===== config.mk =====
export PLATFORM = sky130hd
export DESIGN_NAME = irq_timer_ctrl
export DESIGN_NICKNAME = d
export VERILOG_FILES = /design/src/rtl/irq_timer_ctrl_pkg.sv /design/src/rtl/irq_timer_ctrl_reload.sv /design/src/rtl/irq_timer_ctrl.sv
export SDC_FILE = /design/constraint.sdc
export NUM_CORES = 1
export LEC_CHECK = 0
export ABC_AREA = 1
export BUFFER_PORTS_ARGS = -buffer_cell sky130_fd_sc_hd__buf_2
export CORE_MARGIN = 3
export CORE_UTILIZATION = 50
export CTS_BUF_LIST = sky130_fd_sc_hd__clkbuf_8 sky130_fd_sc_hd__clkbuf_16
export CTS_CLUSTER_SIZE = 30
export DETAILED_ROUTE_END_ITERATION = 12
export GPL_TIMING_DRIVEN = 0
export PLACE_DENSITY = 0.74
export SETUP_SLACK_MARGIN = 0.3
export SYNTH_ARGS = -nofsm -noshare
export SYNTH_HDL_FRONTEND = slang
export SYNTH_SLANG_ARGS = --single-unit

===== constraint.sdc =====
create_clock -name clk -period 2.8 [get_ports clk]
set_input_delay 0.42 -clock clk [delete_from_list [all_inputs] [get_ports clk]]
set_output_delay 0.42 -clock clk [all_outputs]
set_load 0.01 [all_outputs]

===== src/rtl/irq_timer_ctrl_pkg.sv =====
// ----------------------------------------------------------------------------
// irq_timer_ctrl_pkg : register map, TCON layout and IRQ IDs   | Rev 1.0
// ----------------------------------------------------------------------------
`default_nettype none

package irq_timer_ctrl_pkg;

  // Register word index (addr[4:2]); byte offsets 0x00, 0x04, 0x08, 0x0C
  localparam logic [2:0] TH_OFS    = 3'd0;
  localparam logic [2:0] TL_OFS    = 3'd1;
  localparam logic [2:0] TCON_OFS  = 3'd2;
  localparam logic [2:0] IRQID_OFS = 3'd3;

  localparam int TEN   = 0;
  localparam int TIE   = 1;
  localparam int TPEND = 2;
  localparam int XIE   = 3;
  localparam int XPEND = 4;

  localparam logic [1:0] ID_NONE  = 2'd0;
  localparam logic [1:0] ID_TIMER = 2'd1;
  localparam logic [1:0] ID_EXT   = 2'd2;

  typedef struct packed {
    logic xpend;
    logic xie;
    logic tpend;
    logic tie;
    logic ten;
  } tcon_t;

  function automatic logic [1:0] irq_id(input logic tact, input logic xact);
    if (tact) return ID_TIMER;
    if (xact) return ID_EXT;
    return ID_NONE;
  endfunction

endpackage

`default_nettype wire


===== src/rtl/irq_timer_ctrl_reload.sv =====
// ----------------------------------------------------------------------------
// reload_timer : TH/TL reload counter with software write override | Rev 1.0
// ----------------------------------------------------------------------------
`default_nettype none

module reload_timer #(
  parameter int RELOAD_W = 32
) (
  input  logic                clk,
  input  logic                reset,
  input  logic                en,
  input  logic                th_we,
  input  logic                tl_we,
  input  logic [RELOAD_W-1:0] wdata,
  output logic [RELOAD_W-1:0] th,
  output logic [RELOAD_W-1:0] tl,
  output logic                ovf
);

  logic [RELOAD_W-1:0] r_th;
  logic [RELOAD_W-1:0] r_tl;

  assign th  = r_th;
  assign tl  = r_tl;
  assign ovf = en && (r_tl == '1);

  always_ff @(posedge clk or negedge reset) begin
    if (!reset) begin
      r_th <= '0;
      r_tl <= '0;
    end else begin
      if (th_we) r_th <= wdata;
      // A software TL write beats both the increment and the reload
      if (tl_we)    r_tl <= wdata;
      else if (ovf) r_tl <= r_th;
      else if (en)  r_tl <= r_tl + RELOAD_W'(1);
    end
  end

endmodule

`default_nettype wire


===== src/rtl/irq_timer_ctrl.sv =====
// ----------------------------------------------------------------------------
// irq_timer_ctrl : timer + external IRQ controller on the peripheral bus | Rev 1.0
// ----------------------------------------------------------------------------
`default_nettype none

module irq_timer_ctrl
  import irq_timer_ctrl_pkg::*;
#(
  parameter int          RELOAD_W = 32,
  parameter logic [31:0] BASE     = 32'h4000_0000
) (
  input  logic        clk,
  input  logic        reset,
  input  logic        MemRd,
  input  logic        MemWr,
  input  logic [31:0] addr,
  input  logic [31:0] wdata,
  output logic [31:0] rdata,
  input  logic        ext_req,
  input  logic        kernel,
  output logic        IRQ
);

  logic                w_sel;
  logic [2:0]          w_idx;
  logic                w_wr_th;
  logic                w_wr_tl;
  logic                w_wr_tcon;
  logic                w_ovf;
  logic                w_tact;
  logic                w_xact;
  logic [RELOAD_W-1:0] w_th;
  logic [RELOAD_W-1:0] w_tl;
  logic                unused_addr;
  tcon_t               r_tcon;

  // The window is 32 bytes wide; offsets past IRQID decode but read as zero
  assign w_sel       = (addr[31:5] == BASE[31:5]);
  assign w_idx       = addr[4:2];
  assign unused_addr = ^addr[1:0];

  assign w_wr_th   = MemWr && w_sel && (w_idx == TH_OFS);
  assign w_wr_tl   = MemWr && w_sel && (w_idx == TL_OFS);
  assign w_wr_tcon = MemWr && w_sel && (w_idx == TCON_OFS);

  reload_timer #(
    .RELOAD_W (RELOAD_W)
  ) u_timer (
    .clk   (clk),
    .reset (reset),
    .en    (r_tcon.ten),
    .th_we (w_wr_th),
    .tl_we (w_wr_tl),
    .wdata (wdata[RELOAD_W-1:0]),
    .th    (w_th),
    .tl    (w_tl),
    .ovf   (w_ovf)
  );

  always_ff @(posedge clk or negedge reset) begin
    if (!reset) begin
      r_tcon <= '0;
    end else begin
      if (w_wr_tcon) begin
        r_tcon.ten <= wdata[TEN];
        r_tcon.tie <= wdata[TIE];
        r_tcon.xie <= wdata[XIE];
      end
      // Hardware set wins over a write-1-clear in the same cycle
      r_tcon.tpend <= w_ovf   || (r_tcon.tpend && !(w_wr_tcon && wdata[TPEND]));
      r_tcon.xpend <= ext_req || (r_tcon.xpend && !(w_wr_tcon && wdata[XPEND]));
    end
  end

  assign w_tact = r_tcon.tpend && r_tcon.tie;
  assign w_xact = r_tcon.xpend && r_tcon.xie;
  assign IRQ    = !kernel && (w_tact || w_xact);

  always_comb begin
    rdata = '0;
    if (MemRd && w_sel) begin
      case (w_idx)
        TH_OFS:    rdata = 32'(w_th);
        TL_OFS:    rdata = 32'(w_tl);
        TCON_OFS:  rdata = 32'(r_tcon);
        IRQID_OFS: rdata = 32'(irq_id(w_tact, w_xact));
        default:   rdata = '0;
      endcase
    end
  end

endmodule

`default_nettype wire

# Yosys cells after proc, flatten, opt, wreduce, memory -nomap -nowiden
# Index checks and enable logic that the tools add are counted.
# Widths: inputs -> output; s select.
# classes
n_mux	16
eq_ne	5
n_reduce_logical	21
add_sub_neg	1
# ops
operator	n
$mux 32	4
$pmux 32 s4	1
$add 32x1->32 const B	1
$eq 32x32->1 const B	1
$eq 27x26->1 const B	1
$logic_and 1x1->1	13
$mux 2	4
$mux 1	7
$eq 3x2->1 const B	2
$eq 3x1->1 const B	1
$logic_not 1->1	3
$logic_not 3->1	1
$logic_or 1x1->1	3
$reduce_bool 3->1	1
# totals
word_cells	50
regBits	69
inputBits	70

# Depth between registers and ports, before layout
# logic_depth
word_depth	11
ltp_mapped	11
mapped_depth_nobuf	11

# By module
# Synthesis repeated with hierarchy kept, for this count alone.
# hier_totals
cells_unflattened	770
hier_area_um2	5190.0
# modules_own_cells
module	seq_area_each_um2	area_per_inst_um2	n_inst	cells_per_inst
reload_timer	1601.5	4136.5	1	584
irq_timer_ctrl	125.1	1053.5	1	186

# Worst setup path before layout
# Ideal clock, no wire load.
# synth_timing
path_kind	in2out
from	in addr[28]
to	out rdata[3]
path_stages	8
arrival_ns	1.510
slack_ns	0.870
path_buffers	1
required_time_ns	2.380
path_cell_list	nor2_1 > nand2_1 > nor2_1 > nand2_1 > nor2_4 > nand3_1 > clkbuf_1 > a31oi_1
# synth_via
elab_chain_cells	3
# synth_rtl
element	line_no	source
start: declaration	irq_timer_ctrl.sv:16	input logic [31:0] addr,
$eq 27x26->1	irq_timer_ctrl.sv:38	assign w_sel = (addr[31:5] == BASE[31:5]);
$logic_and 1x1->1	irq_timer_ctrl.sv:81	if (MemRd && w_sel) begin
$mux 32	irq_timer_ctrl.sv:81	
end: declaration	irq_timer_ctrl.sv:18	output logic [31:0] rdata,
# No other way between the ends.

# Worst setup path after layout
# layout_timing
from	in addr[4]
to	out rdata[30]
# layout_via
elab_chain_cells	3
elab_cells_between_ends	6
# layout_rtl
element	line_no	source
$eq 3x2->1, or another cell as far along	irq_timer_ctrl.sv:82	case (w_idx)
$pmux 32 s4 *	irq_timer_ctrl.sv:82	
$mux 32 *	irq_timer_ctrl.sv:81	
# Mark *: on every way between the ends. The rest lies on a longest branch, timed or not.

==> metrics.md <==
| Metric | Value |
|---|---|
| Outcome | complete, no violations |
| Core box area | 9820 sq um |
| Synth top area cells | dfrtp_1, nand2_1, nand3_1 |
| Power Total | 1.93 mW |
| RSZ-0062 raised after global routing | true |
| Reg area | 1730 sq um |
| Largest family of logic cells by synthesized area | simple AND/OR/NAND/NOR gates |
| Lkg Pwr | 2.87 nW |
| Power density cells | 326 nW/um^2 |
| Die H | 107 um |
| FILL cells | 1002 |
| Fin nets | 967 |
| Worst Skew | 0.00475 ns |
| Num CTS Buffers | 9 |
| Initial antenna violation count | 0 |
| Routed vias | 5766 |
| Crit. End Element | output pin |
| Clock Root Buffer | clkbuf_8 |
| Total wire length | 17700 um |
| Worst path arrival time | 1.92 ns |
| Fin. max-slew vios | 0 |
| Chip width | 107 um |
| Clock tree sinks | 69 |
| Min Tclk post-route | 2.34 ns |
| Area growth syn-to-layout | 17.2% |
| CP max stage delay | 0.46 ns |
| Grt total ovfl | 0 |
| N_diodes | 0 |
| Setup TNS | 0 ns |
| Area fraction in compound gates after synthesis | 8.39% |
| Crit path cell chain | buf_2 -> nor2_1 -> nand2_1 -> inv_2 -> clkbuf_1 -> nand2_1 -> a21oi_1 -> buf_2 |
| Fin worst setup slack | 0.458 ns |
| Number of vias per cell | 5.58 |
| Crit path max-delay cell type | clkbuf_1 |
| Synthesis-stage register bit count | 69 |
| Buffers on Ports | 99 |
| Worst skew pair latency | 0.37 ns |
| Initial DRC Count | 517 |
| DIE AREA | 11400 sq um |
| Largest net degree at the start of global routing | 70 |
| Clock buffer depth | 2 |
| Fmax | 0.427 GHz |
| Max FO, Critical Path | 10 |
| Post-synth top area share | 34.1% |
| # setup viols final | 0 |
| I/O pin total | 103 |
| Seq/Total Area, Yosys | 34.1% |
| Area of the multi-input gates | 2810 sq um |
| Inst Count DP | 1018 |
| Max-Cap Viols | 0 |
| First-pass GRT wire length | 28100 um |
| Vias in the first global route | 5460 |
| Setup CP Type | in -> out |
| Total GRT Usage | 31.8% |
| CTS tree | built |
| Cell variety after synth | 31 |
| Area share of fa/ha/maj cells after synthesis | 0.247% |
| Max_slew headroom | 38.0% |
| Gate Count Post-Synth | 786 |
| Req. time, crit path | 2.38 ns |
| Cell area after synthesis | 5060 sq um |
| Place WS | 0.168 ns |
| TritonRoute pass-1 iters | 7 |
| Core Rows | 36 |
| Worst VDD drop | 0.184 mV |
| Final hold violation count | 0 |
| Mux share of post-synthesis cell area | 0% |
| DR DRC count | 0 |
| Avg Inst Size Synth | 6.43 sq um |
| Final non-filler cell total | 1034 |
| Layout cells sized above 1 | 19.1% |
| Clk slew on worst S/H paths | 0.07 ns |
| Tightest Hold Check Type | in -> async |
| Gpl congestion | 0.959 |
| H-tree depth | 3 |
| Final ANT Viol Nets | 0 |
| Final HPWL DP | 12900 um |
| Initial Util | 51.5% |
| Mapped Nets | 857 |
| Synth warn | 0 |
| Yosys top cell by area | dfrtp_1 |
| Simple-Gate Fraction of Synth Area | 44.5% |
| Final Cycle Share | 83.6% |
| Synth Area in XOR/XNOR | 2.25% |
| Slew @ Worst Pin | 0.930 ns |
| DR WL/cell | 17.2 um |
| Startpoint Class | input port |
[report_power, final]
| part | switching (mW) | total, mW | internal [mW] |
|---|---|---|---|
| combinational | 0.0791 | 0.123 | 0.0435 |
| sequential | 0.0000646 | 0.996 | 0.996 |
| clock | 0.405 | 0.815 | 0.410 |
[critical path, delay by kind of cell]
kind	cells	cell delay [ns]
buffers and inverters	4	0.92
and+or+nand+nor	3	0.38
AOI/OAI and AO/OA	1	0.19
[per-stage QoR]
| stage | hold slack, ns | area [sq um] | util [%] |
|---|---|---|---|
| 6_report | 0.187 | 5930 | 60.4 |
| 5_1_grt | 0.266 | 5930 | 60.4 |
| 4_1_cts | 0.222 | 5920 | 60.3 |
| 3_5_place_dp | 0.514 | 5720 | 58.3 |
| 3_3_place_gp | 0.506 | 5720 | 58.2 |
| 2_1_floorplan | 0.124 | 5060 | - |
[registers in the layout, summed over array words and instances, names as in the netlist]
register,cells
u_timer.th,32
r_tcon,5
u_timer.tl,32
[final timing paths]
| check | slack (ns) | cells after the start | endpoint | from |
|---|---|---|---|---|
| setup / recovery | 0.46 | 8 | rdata[30] | addr[4] |
| hold / removal | 0.19 | 1 | u_timer.th[14] | reset |
| setup reg to reg | 0.80 | 10 | u_timer.tl[26] | u_timer.tl[1] |
| hold reg to reg | 0.53 | 2 | r_tcon[4] | r_tcon[4] |
| max in group asynchronous | 2.01 | 1 | r_tcon[1] | reset |
| min in group clk | 0.24 | 3 | r_tcon[4] | ext_req |
[cell usage in the layout, fill, tap and decap left out, drive strengths merged]
cell / n
a21oi: 29
a221oi: 1
a31oi: 3
a41oi: 1
buf: 124
clkbuf: 28
dfrtp: 69
ha: 1
inv: 84
nand2: 290
nand3: 86
nand3b: 1
nand4: 53
nor2: 67
nor3: 2
nor3b: 1
o21ai: 47
o21bai: 1
xnor2: 7
xor2: 6
[final cells by class]
| class | count | share of cell area, % |
|---|---|---|
| buffer | 40 | 3.95 |
| tap | 133 | 2.81 |
| multi-input combinational | 596 | 47.4 |
| clock inverter | 3 | 0.190 |
| inverter | 81 | 5.13 |
| clock buffer | 13 | 3.02 |
| timing repair buffer | 99 | 8.40 |
| sequential | 69 | 29.1 |
[layer usage]
| metal | track usage, % | part of all wire [%] | vias to the layer above |
|---|---|---|---|
| met5 | 0 | 0 | - |
| met4 | 11.8 | 1.8 | 0 |
| met3 | 4.19 | 8.2 | 28 |
| met2 | 51.4 | 47 | 293 |
| met1 | 43.5 | 43 | 2681 |
| li1 | - | - | 2764 |
[cell usage after synthesis]
| library cell | instances |
|---|---|
| inv_1 | 75 |
| nor2_8 | 1 |
| nor2_4 | 7 |
| dfrtp_1 | 69 |
| nor2_1 | 53 |
| a41oi_1 | 1 |
| o21bai_1 | 1 |
| nor3_1 | 2 |
| nand3_2 | 3 |
| xor2_1 | 6 |
| buf_2 | 8 |
| ha_1 | 1 |
| nand3_1 | 83 |
| inv_2 | 6 |
| a21oi_1 | 29 |
| nand2_4 | 1 |
| clkbuf_1 | 17 |
| a31oi_1 | 3 |
| o21ai_0 | 32 |
| nand2_1 | 282 |
| buf_4 | 5 |
| o21ai_1 | 15 |
| buf_6 | 6 |
| nand4_1 | 53 |
| nor2_2 | 6 |
| a221oi_1 | 1 |
| nand3b_1 | 1 |
| xnor2_1 | 7 |
| nor3b_1 | 1 |
| nand2_2 | 7 |
| buf_1 | 4 |
[logic make-up (layout without fill, tap and decap cells)]
kind of cell | after synthesis | after routing
xor+xnor | 13 | 13
flops | 69 | 69
buf+inv | 121 | 236
compound gates | 82 | 82
fa+ha+maj | 1 | 1
simple gates | 500 | 500
[repair_timing]
action | CTS | global route
hold endpoints to repair | 0 | 0
buffers inserted | 0 | 0
setup endpoints to repair | 25 | 32
hold buffers | 0 | 0
resized for setup | 6 | 8
(Power assumes the default switching activity.)
